==> src/rtl/dram_read_scheduler.sv <==
// dram_read_scheduler: issues 24-bit chunk read addresses for every voice.
// Each voice walks its own chunk region; per-voice credits cap the chunks in
// flight, and a round-robin arbiter shares the single request channel.
module dram_read_scheduler #(
  parameter int INSTRUMENT_COUNT = 8,
  parameter int CREDITS          = 4
) (
  input  logic                               clk,
  input  logic                               rst,
  input  logic [INSTRUMENT_COUNT:0][23:0]    addr_offsets,
  input  logic                               addr_offsets_valid,
  input  logic [INSTRUMENT_COUNT-1:0]        trigger,
  input  logic [INSTRUMENT_COUNT-1:0]        chunk_consumed,
  output logic                               req_tvalid,
  input  logic                               req_tready,
  output logic [23:0]                        req_tdata,
  output logic [INSTRUMENT_COUNT-1:0]        active,
  output logic                               busy
);

  localparam int VID_W = (INSTRUMENT_COUNT > 1) ? $clog2(INSTRUMENT_COUNT) : 1;
  localparam int OUT_W = $clog2(CREDITS + 1);

  typedef enum logic [0:0] {
    ST_IDLE = 1'b0,
    ST_PEND = 1'b1
  } state_t;

  state_t                      state_r;
  logic                        req_tvalid_r;
  logic [23:0]                 req_tdata_r;
  logic [VID_W-1:0]            req_vid_r;
  logic [VID_W-1:0]            last_grant_r;
  logic [INSTRUMENT_COUNT-1:0] active_r;
  logic [23:0]                 next_addr_r     [INSTRUMENT_COUNT];
  logic [OUT_W-1:0]            outstanding_r   [INSTRUMENT_COUNT];
  logic                        busy_r;

  logic [INSTRUMENT_COUNT-1:0] eligible_s;
  logic                        grant_any_s;
  logic [VID_W-1:0]            grant_vid_s;
  logic [VID_W-1:0]            cand_s;
  logic                        handshake_s;
  logic [INSTRUMENT_COUNT-1:0] trig_ok_s;
  logic [INSTRUMENT_COUNT-1:0] hs_vid_s;
  logic [INSTRUMENT_COUNT-1:0] consume_s;
  logic [INSTRUMENT_COUNT-1:0] active_nxt_s;
  logic [23:0]                 next_addr_nxt_s [INSTRUMENT_COUNT];
  logic [OUT_W-1:0]            outstanding_nxt_s [INSTRUMENT_COUNT];
  logic                        req_tvalid_nxt_s;
  logic                        busy_nxt_s;

  // Eligibility and round-robin pick; scanning from the far end lets the
  // voice nearest to last_grant+1 overwrite the others.
  always_comb begin
    eligible_s  = '0;
    grant_any_s = 1'b0;
    grant_vid_s = '0;
    cand_s      = '0;
    for (int i = 0; i < INSTRUMENT_COUNT; i++) begin
      eligible_s[i] = active_r[i] && (outstanding_r[i] < OUT_W'(CREDITS)) && addr_offsets_valid;
    end
    for (int k = INSTRUMENT_COUNT; k >= 1; k--) begin
      cand_s      = VID_W'((int'(last_grant_r) + k) % INSTRUMENT_COUNT);
      grant_vid_s = eligible_s[cand_s] ? cand_s : grant_vid_s;
      grant_any_s = grant_any_s | eligible_s[cand_s];
    end
  end

  // Per-voice next state: trigger beats handshake for address/active,
  // credits move by handshake minus (saturating) consumption.
  always_comb begin
    handshake_s  = req_tvalid_r & req_tready;
    trig_ok_s    = '0;
    hs_vid_s     = '0;
    consume_s    = '0;
    active_nxt_s = active_r;
    busy_nxt_s   = 1'b0;
    for (int i = 0; i < INSTRUMENT_COUNT; i++) begin
      next_addr_nxt_s[i]   = next_addr_r[i];
      outstanding_nxt_s[i] = outstanding_r[i];
      trig_ok_s[i] = trigger[i] && addr_offsets_valid && (addr_offsets[i] < addr_offsets[i+1]);
      hs_vid_s[i]  = handshake_s && (req_vid_r == VID_W'(i));
      consume_s[i] = chunk_consumed[i] && (outstanding_r[i] != '0);
      if (trig_ok_s[i]) begin
        active_nxt_s[i]    = 1'b1;
        next_addr_nxt_s[i] = addr_offsets[i];
      end else if (hs_vid_s[i]) begin
        next_addr_nxt_s[i] = next_addr_r[i] + 24'd1;
        active_nxt_s[i]    = ((next_addr_r[i] + 24'd1) == addr_offsets[i+1]) ? 1'b0 : active_r[i];
      end else begin
        active_nxt_s[i]    = active_r[i];
      end
      case ({hs_vid_s[i], consume_s[i]})
        2'b10:   outstanding_nxt_s[i] = outstanding_r[i] + OUT_W'(1);
        2'b01:   outstanding_nxt_s[i] = outstanding_r[i] - OUT_W'(1);
        default: outstanding_nxt_s[i] = outstanding_r[i];
      endcase
      busy_nxt_s = busy_nxt_s | (outstanding_nxt_s[i] != '0);
    end
    case (state_r)
      ST_IDLE: req_tvalid_nxt_s = grant_any_s;
      ST_PEND: req_tvalid_nxt_s = !handshake_s;
      default: req_tvalid_nxt_s = 1'b0;
    endcase
    busy_nxt_s = busy_nxt_s | (|active_nxt_s) | req_tvalid_nxt_s;
  end

  // Request FSM plus all per-voice state; every output is a flop.
  always_ff @(posedge clk or posedge rst) begin
    if (rst) begin
      state_r      <= ST_IDLE;
      req_tvalid_r <= 1'b0;
      req_tdata_r  <= 24'd0;
      req_vid_r    <= '0;
      last_grant_r <= VID_W'(INSTRUMENT_COUNT - 1);
      active_r     <= '0;
      busy_r       <= 1'b0;
      for (int i = 0; i < INSTRUMENT_COUNT; i++) begin
        next_addr_r[i]   <= 24'd0;
        outstanding_r[i] <= '0;
      end
    end else begin
      active_r <= active_nxt_s;
      busy_r   <= busy_nxt_s;
      for (int i = 0; i < INSTRUMENT_COUNT; i++) begin
        next_addr_r[i]   <= next_addr_nxt_s[i];
        outstanding_r[i] <= outstanding_nxt_s[i];
      end
      case (state_r)
        ST_IDLE: begin
          if (grant_any_s) begin
            req_tvalid_r <= 1'b1;
            req_tdata_r  <= next_addr_r[grant_vid_s];
            req_vid_r    <= grant_vid_s;
            state_r      <= ST_PEND;
          end
        end
        ST_PEND: begin
          if (handshake_s) begin
            req_tvalid_r <= 1'b0;
            last_grant_r <= req_vid_r;
            state_r      <= ST_IDLE;
          end
        end
        default: begin
          req_tvalid_r <= 1'b0;
          state_r      <= ST_IDLE;
        end
      endcase
    end
  end

  assign req_tvalid = req_tvalid_r;
  assign req_tdata  = req_tdata_r;
  assign active     = active_r;
  assign busy       = busy_r;

endmodule

==> config.mk <==
export PLATFORM = sky130hd
export DESIGN_NAME = dram_read_scheduler
export DESIGN_NICKNAME = d
export VERILOG_FILES = /design/src/rtl/dram_read_scheduler.sv
export SDC_FILE = /design/constraint.sdc
export NUM_CORES = 1
export LEC_CHECK = 0
export BUFFER_PORTS_ARGS = -buffer_cell sky130_fd_sc_hd__clkbuf_2
export CAP_MARGIN = 20
export CORE_UTILIZATION = 55
export CTS_CLUSTER_SIZE = 20
export DETAILED_ROUTE_END_ITERATION = 8
export PLACE_DENSITY = 0.71
export SLEW_MARGIN = 20
export SYNTH_ARGS = -nofsm -noshare
export SYNTH_HDL_FRONTEND = slang
export SYNTH_SLANG_ARGS = --single-unit
==> constraint.sdc <==
create_clock -name clk -period 13.5 [get_ports clk]
set_input_delay 2.7 -clock clk [delete_from_list [all_inputs] [get_ports clk]]
set_output_delay 2.7 -clock clk [all_outputs]
set_load 0.01 [all_outputs]
==> impl_results.rst, run 1 <==
.. list-table::
   :header-rows: 1

   * - Metric
     - Value
   * - Result of the run
     - completed
   * - Class of the most critical setup path
     - input port to flop
   * - Max H-tree Level
     - 2
   * - Max stage delay cell, worst path
     - sky130_fd_sc_hd__a21o_4
   * - RSZ-0062 raised after global routing
     - false
   * - Maximum clock frequency
     - 151 MHz
   * - Worst min path class
     - flop to flop
   * - Final cell count without fillers
     - 4203
   * - TritonCTS clock tree
     - yes
   * - R2R cell count
     - 13
   * - Detailed-route wire length
     - 116000 um
   * - Count of buffers added by post-CTS timing repair for setup
     - 0
   * - Height of the die
     - 226 um
   * - Final Setup Violations
     - 0
   * - Number of synthesized flops with an enable pin
     - 0
   * - I/O pin cnt
     - 270
   * - Clock period minus worst slack
     - 6.61 ns
   * - Clock Skew
     - 0.0214 ns
   * - Beginning of the worst hold path
     - req_tdata[20]
   * - Leading register cell type out of synthesis
     - sky130_fd_sc_hd__dfrtp_1
   * - Total of warnings raised by yosys
     - 0
   * - First-pass iteration count of the detailed router
     - 6
   * - Count of max-cap constraint violations
     - 0
   * - Number of standard cells after synthesis
     - 3432
   * - Number of standard-cell rows in the floorplan
     - 81
   * - Routed WL per cell
     - 27.5 um
   * - Placer Congestion
     - 1.00
   * - Routed metal-1 wirelength
     - 46000 um
   * - Count of final max-slew check failures
     - 0
   * - Cell depth of the worst min-delay path
     - 1
   * - Syn Nets
     - 3878
   * - Sequential fraction of the synthesis area
     - 23.4%
   * - Clock sinks
     - 257
   * - Hold-fix buffers at CTS
     - 0
   * - Total power divided by cell area
     - 211 mW/mm2
   * - Data arrival, critical path
     - 7.05 ns
   * - Buffer depth of the longest clock path
     - 3
   * - Startpoint type of the worst setup path
     - input port
   * - CP Max Fanout
     - 108
   * - Number of global-route vias before repair
     - 26302
   * - Setup slack at placement
     - 6.35 ns
   * - Post-detailed-placement half-perimeter wirelength
     - 91600 um
   * - Post-route cell area
     - 0.0301 mm2
   * - GRT overflow
     - 0
   * - Number of antenna violations at the first check in global routing
     - 1
   * - Highest metal used
     - met4
   * - Die ar.
     - 0.0509 mm2
   * - Routed via count divided by cell count
     - 6.75
   * - Inserted Clock Buffers
     - 36
   * - Sum of negative setup slack
     - 0 ns
   * - Static power due to leakage
     - 0.0125 uW
   * - Setup ws final
     - 6.89 ns
   * - Post-synthesis cell type count
     - 105
   * - Ordered list of cells on the worst path
     - clkbuf_2 > inv_1 > nor2_1 > nand2_1 > o22a_1 > o31ai_4 > a21o_4 > o21ai_4 > buf_6 > o211ai_1 > nand4_1 > o32a_1
   * - Total of buffers placed on input and output ports
     - 269
   * - Type of element capturing the critical path
     - flop
   * - Post-DP Area
     - 0.0288 mm2
   * - Worst-path clk slew
     - 0.06 ns
   * - Root buf cell
     - sky130_fd_sc_hd__clkbuf_16
   * - Critical path origin
     - addr_offsets_valid
   * - Fraction of final layout cells sized beyond drive strength 1
     - 13.1%
   * - Largest area contributor in the synthesized netlist
     - sky130_fd_sc_hd__dfrtp_1
   * - Peak supply drop
     - 0.418 mV
   * - Normalized max-slew margin
     - 32.1%
   * - Worst-skew pair later-pin latency
     - 0.57 ns
   * - Count of endpoints failing hold in the final timing report
     - 0
   * - Data required time at the worst endpoint
     - 13.94 ns
   * - Most frequent standard cell in the layout excluding fill and tap cells
     - sky130_fd_sc_hd__xnor2_1
   * - Share of synthesized registers carrying an async set or reset
     - 100%
   * - Area growth from synthesis to final layout
     - 9.44%
   * - Area of the core
     - 0.0492 mm2
   * - Per-instance average area after synthesis
     - 8.01 um2
   * - Overall via count from detail_route
     - 28376
   * - Post-Synthesis Cell Area
     - 0.0275 mm2
   * - Slew @ Worst Pin
     - 1.02 ns
   * - Yosys reg bits
     - 257
   * - Starting density of the core
     - 55.9%
   * - DRC marker count from the first detailed-route iteration
     - 3656
   * - Worst reg2reg startpoint
     - last_grant_r[0]
   * - Dominant cells by area after synthesis
     - sky130_fd_sc_hd__dfrtp_1, sky130_fd_sc_hd__xnor2_1, sky130_fd_sc_hd__ha_1
   * - Hold worst-path end
     - req_tdata[20]
   * - Net count, final
     - 3958
   * - Remaining antenna violation count
     - 0
   * - Critical Path Max Stage Delay
     - 0.84 ns
   * - Post-route clock period utilization
     - 49.0%
   * - Met2 Routed Length
     - 49300 um
   * - First-pass GRT wire length
     - 169000 um
   * - Horizontal die dimension
     - 226 um
   * - Drt drc
     - 0
   * - Share of the synthesized area in the top cell type
     - 23.1%
   * - Register-to-Register Setup Slack
     - 7.99 ns
   * - Routed wl met3
     - 13700 um
   * - Highest-count cells in the layout ignoring fill and taps
     - sky130_fd_sc_hd__xnor2_1, sky130_fd_sc_hd__nor2_1, sky130_fd_sc_hd__clkbuf_2
   * - Global router's overall resource usage
     - 44.8%
   * - Largest net degree at the start of global routing
     - 109
   * - Post-Place Cells
     - 4136
   * - Number of resized instances in the post-cts repair step
     - 0
   * - Critical R2R Capture
     - req_tdata[0]
[power by group]
| group | total (uW) | internal (uW) | switching [uW] |
|---|---|---|---|
| clock network | 1020 | 609 | 411 |
| logic | 3730 | 1440 | 2290 |
| registers | 1620 | 983 | 635 |
| total | 6360 | 3030 | 3330 |
[registers in the layout, summed over array words and instances, names as in the netlist]
name           count
last_grant_r       3
req_tdata         24
outstanding_r     24
state_r            1
busy               1
req_tvalid         1
active             8
req_vid_r          3
next_addr_r      192
[per-layer routing]
| layer | global-route usage, % | vias up |
|---|---|---|
| li1 | - | 12484 |
| met1 | 60.1 | 13762 |
| met2 | 67.3 | 1762 |
| met3 | 10.6 | 368 |
| met4 | 22.4 | 0 |
| met5 | 0 | - |
[synth_stat cells, types with 40 or more instances]
master / count
sky130_fd_sc_hd__clkbuf_1: 169
sky130_fd_sc_hd__dfrtp_1: 254
sky130_fd_sc_hd__xor2_1: 156
sky130_fd_sc_hd__ha_1: 202
sky130_fd_sc_hd__nand2_1: 268
sky130_fd_sc_hd__nor3_1: 78
sky130_fd_sc_hd__nor2_1: 292
sky130_fd_sc_hd__a21oi_1: 200
sky130_fd_sc_hd__o21ai_0: 184
sky130_fd_sc_hd__o221ai_1: 54
sky130_fd_sc_hd__buf_2: 52
sky130_fd_sc_hd__or3_1: 41
sky130_fd_sc_hd__nand3_1: 120
sky130_fd_sc_hd__inv_1: 235
sky130_fd_sc_hd__a21o_1: 40
sky130_fd_sc_hd__o211ai_1: 76
sky130_fd_sc_hd__nand4_1: 97
sky130_fd_sc_hd__xnor2_1: 300
[per-stage QoR]
step	power, uW	hold WS, ns	util, %
after CTS	6220	0.526	61.1
final	6360	0.529	61.2
after global routing	6630	0.547	61.2
after floorplan	4280	0.481	-
after global placement	5050	0.496	58.6
after detailed placement	5180	0.513	58.6
[worst max-delay path: cells and delay by family]
kind                   cells  cell delay [ns]
AND/OR/NAND/NOR            3             0.68
AO/OA/AOI/OAI              6             2.20
buffers and inverters      3             1.34
[cell type report]
type | instances | area [um2]
diodes | 1 | 2.50
clock buffers | 50 | 1060
clock inverters | 14 | 161
fillers | 4466 | 19100
inverters | 240 | 908
multi-input cells | 2683 | 19100
flip-flops and latches | 257 | 6430
well taps | 664 | 831
repair buffers | 294 | 1580
[how the worst max path moves through the flow]
stage	to	slack (ns)
after floorplan	active[0]	3.73
after global placement	req_tdata[0]	6.44
after detailed placement	req_tdata[0]	6.35
after CTS	req_tdata[0]	6.94
after global routing	req_tdata[0]	6.74
final	req_tdata[0]	6.89
[logic make-up after synthesis]
logic type	Yosys count	synth area share, %
simple gates	1118	20.3
flops	257	23.4
xor+xnor	457	14.6
fa+ha+maj	211	9.81
compound gates	831	21.4
mux	66	3.11
buf+inv	492	7.40
(Power assumes the default switching activity.)
==> inputs of run 2 (changes only) <==
==> constraint.sdc (replaced) <==
create_clock -name clk -period 6.75 [get_ports clk]
set_input_delay 1.35 -clock clk [delete_from_list [all_inputs] [get_ports clk]]
set_output_delay 1.35 -clock clk [all_outputs]
set_load 0.01 [all_outputs]
==> run 2 against run 1 <==
Compared with the run above:
- non-clock buffer count is 7 higher
- worst setup slack worse by 5.3 ns
- clock skew is 0.0016 ns higher
- sequential power is 100% higher
- worst hold slack worse by 0.0089 ns
- combinational power is 100% higher
- final cell count is 0.14% higher
- core utilization is 0.069 points higher
- highest routed layer is now met5
==> impl_results.rst, run 2 (same netlist as run 1, synthesis figures left out) <==
.. list-table::
   :header-rows: 1

   * - Metric
     - Value
   * - Data required time at the worst endpoint
     - 7.26 ns (-6.68 ns)
   * - Result of the run
     - completed
   * - Inserted Clock Buffers
     - 35 (-2.8%)
   * - Clock Skew
     - 0.0230 ns (+0.00156 ns)
   * - Clock period minus worst slack
     - 5.16 ns
   * - Drt drc
     - 0 (unchanged)
   * - Die ar.
     - 0.0509 mm2 (unchanged)
   * - Final core utilization
     - 61.3% (+0.069 points)
   * - Most frequent standard cell in the layout excluding fill and tap cells
     - sky130_fd_sc_hd__xnor2_1
   * - Number of standard-cell rows in the floorplan
     - 81 (unchanged)
   * - Highest-count cells in the layout ignoring fill and taps
     - sky130_fd_sc_hd__xnor2_1, sky130_fd_sc_hd__nor2_1, sky130_fd_sc_hd__clkbuf_2
   * - Area of the core
     - 0.0492 mm2 (unchanged)
   * - Count of endpoints failing hold in the final timing report
     - 0 (unchanged)
   * - Slew @ Worst Pin
     - 1.18 ns (+0.160 ns)
   * - Count of final max-slew check failures
     - 0 (unchanged)
   * - Cell depth of the worst min-delay path
     - 1 (unchanged)
   * - Largest net degree at the start of global routing
     - 152 (+39%)
   * - Buffer depth of the longest clock path
     - 3 (unchanged)
   * - Placer Congestion
     - 1.02 (+2.0%)
   * - Buffers plus inverters on the worst setup path
     - 3 (unchanged)
   * - Critical Path Max Stage Delay
     - 0.88 ns (+0.04 ns)
   * - Number of global-route vias before repair
     - 26506 (+0.78%)
   * - Switching power
     - 6690 uW (+100%)
   * - Max stage delay cell, worst path
     - sky130_fd_sc_hd__dfstp_2
   * - Number of resized instances in the post-cts repair step
     - 0 (unchanged)
   * - Count of buffers added by post-CTS timing repair for setup
     - 0 (unchanged)
   * - Post-detailed-placement half-perimeter wirelength
     - 90800 um (-0.87%)
   * - Setup ws final
     - 1.59 ns (-5.30 ns)
   * - First-pass GRT wire length
     - 168000 um (-0.58%)
   * - Sum of negative setup slack
     - 0 ns (unchanged)
   * - Remaining antenna violation count
     - 0 (unchanged)
   * - Data arrival, critical path
     - 5.67 ns (-1.38 ns)
   * - Starting density of the core
     - 55.9% (unchanged)
   * - Static power due to leakage
     - 0.0125 uW (+0.23%)
   * - Overall via count from detail_route
     - 28610 (+0.82%)
   * - First-pass iteration count of the detailed router
     - 8 (+2)
   * - Total of buffers placed on input and output ports
     - 269 (unchanged)
   * - Hold worst-path end
     - req_tdata[13]
   * - Root buf cell
     - sky130_fd_sc_hd__clkbuf_16
   * - Horizontal die dimension
     - 226 um (unchanged)
   * - Detailed-route wire length
     - 115000 um (-0.79%)
   * - Setup slack at placement
     - 1.29 ns (-5.06 ns)
   * - Hold-fix buffers at CTS
     - 0 (unchanged)
   * - Post-route clock period utilization
     - 76.5%
   * - Max H-tree Level
     - 2 (unchanged)
   * - CP Max Fanout
     - 22 (-80%)
   * - Area growth from synthesis to final layout
     - 9.56%
   * - Number of flip-flops in the largest register
     - 192 (unchanged)
   * - Fraction of final layout cells sized beyond drive strength 1
     - 13.2% (+0.091 points)
   * - Global router's overall resource usage
     - 44.5% (-0.34 points)
   * - Cell internal power dissipation
     - 6130 uW (+100%)
   * - Sequential power share
     - 25.5% (about the same)
   * - Class of the most critical setup path
     - flop to flop
   * - Fraction of power spent switching nets
     - 52.2% (-0.16 points)
   * - Total power divided by cell area
     - 425 mW/mm2 (+100%)
   * - Critical R2R Capture
     - req_tdata[1]
   * - Worst min path class
     - flop to flop
   * - Type of element capturing the critical path
     - flop
   * - Proportion of power drawn by combinational gates
     - 58.5% (about the same)
   * - Count of cell instances traversed by the critical path
     - 12 (unchanged)
   * - R2R cell count
     - 12 (-1)
   * - Maximum clock frequency
     - 194 MHz
   * - GRT overflow
     - 0 (unchanged)
   * - Count of max-cap constraint violations
     - 0 (unchanged)
   * - RSZ-0062 raised after global routing
     - false
   * - Worst reg2reg startpoint
     - last_grant_r[0]
   * - Worst-path clk slew
     - 0.06 ns (about the same)
   * - WHS
     - 0.520 ns (-0.00890 ns)
   * - Peak supply drop
     - 0.488 mV (+17%)
   * - Worst-skew pair later-pin latency
     - 0.57 ns (about the same)
   * - DRC marker count from the first detailed-route iteration
     - 3862 (+5.6%)
   * - Beginning of the worst hold path
     - req_tdata[13]
   * - Register-to-Register Setup Slack
     - 1.59 ns (-6.40 ns)
   * - Largest reg by FF count
     - next_addr_r
   * - Net count, final
     - 3964 (+0.15%)
   * - Normalized max-slew margin
     - 21.4% (-11 points)
   * - I/O pin cnt
     - 270 (unchanged)
   * - Clock sinks
     - 257 (unchanged)
   * - Height of the die
     - 226 um (unchanged)
   * - Delay-heaviest family, CP
     - compound AO/OA/AOI/OAI gates
   * - Ordered list of cells on the worst path
     - inv_2 > ha_1 > clkinv_1 > mux2_2 > o2111a_1 > a311oi_1 > nor2_1 > nor2_2 > buf_4 > o221ai_1 > a41oi_2 > o22a_1
   * - Final Setup Violations
     - 0 (unchanged)
   * - Routed via count divided by cell count
     - 6.80 (+0.68%)
   * - Routed WL per cell
     - 27.3 um (-0.93%)
   * - Startpoint type of the worst setup path
     - flop
   * - Number of antenna violations at the first check in global routing
     - 3 (+2)
   * - Clock network fraction of design power
     - 16.0% (about the same)
   * - TritonCTS clock tree
     - yes
run 2: cell types whose count changed in the layout (fill, tap and decap cells not counted), sizes merged:
cell	previous run	this run
buf	25	32
clkbuf	319	314
bufinv	3	6
clkinv	10	12
clkinvlp	2	1
run 2: worst reg2reg max path, delay by kind of cell (launching register included):
family | cells | cell delay [ns]
multiplexers | 1 | 0.40
adder cells (fa/ha/maj) | 1 | 0.57
AND/OR/NAND/NOR | 2 | 0.99
buffers and inverters | 3 | 0.96
flip-flops | 1 | 0.88
AO/OA/AOI/OAI | 5 | 1.30
run 2: power by group through the flow:
| stage | Sequential, uW | Clock [uW] | Combinational [uW] |
|---|---|---|---|
| 2_1_floorplan | 2290 | 0 | 6270 |
| 3_3_place_gp | 3170 | 0 | 7050 |
| 3_5_place_dp | 3180 | 0 | 7230 |
| 4_1_cts | 3160 | 2050 | 7290 |
| 5_1_grt | 3250 | 2110 | 7980 |
| 6_report | 3260 | 2050 | 7500 |
run 2: worst max path at each step:
stage                    start           end  slack [ns]
6_report       last_grant_r[0]  req_tdata[1]        1.59
5_1_grt        last_grant_r[0]  req_tdata[1]        1.34
4_1_cts        last_grant_r[0]  req_tdata[1]        1.76
3_5_place_dp        req_tready          busy        1.29
3_3_place_gp        req_tready          busy        1.41
2_1_floorplan              rst     active[0]        2.02
run 2: final cells by class:
| type | instances | area (um2) |
|---|---|---|
| Antenna cell | 1 | 2.50 |
| Clock buffer | 45 | 963 |
| Clock inverter | 18 | 251 |
| Fill cell | 4483 | 19000 |
| Inverter | 240 | 905 |
| Multi-Input combinational cell | 2683 | 19100 |
| Sequential cell | 257 | 6430 |
| Tap cell | 664 | 831 |
| Timing Repair Buffer | 301 | 1640 |
run 2: metal layers:
layer / share of wire, % / up-vias / track usage, %
li1: - / 12496 / -
met1: 40 / 13883 / 59.7
met2: 42 / 1813 / 65.8
met3: 12 / 414 / 11.6
met4: 5.7 / 4 / 22.4
met5: 0.024 / - / 0
run 2: metrics by stage:
step / std cells / area (um2) / power, uW
global placement: 4143 / 28900 / 10200
CTS: 4206 / 30100 / 12500
floorplan: 3432 / 27500 / 8570
finish: 4209 / 30100 / 12800
global route: 4208 / 30100 / 13300
detailed placement: 4143 / 28900 / 10400
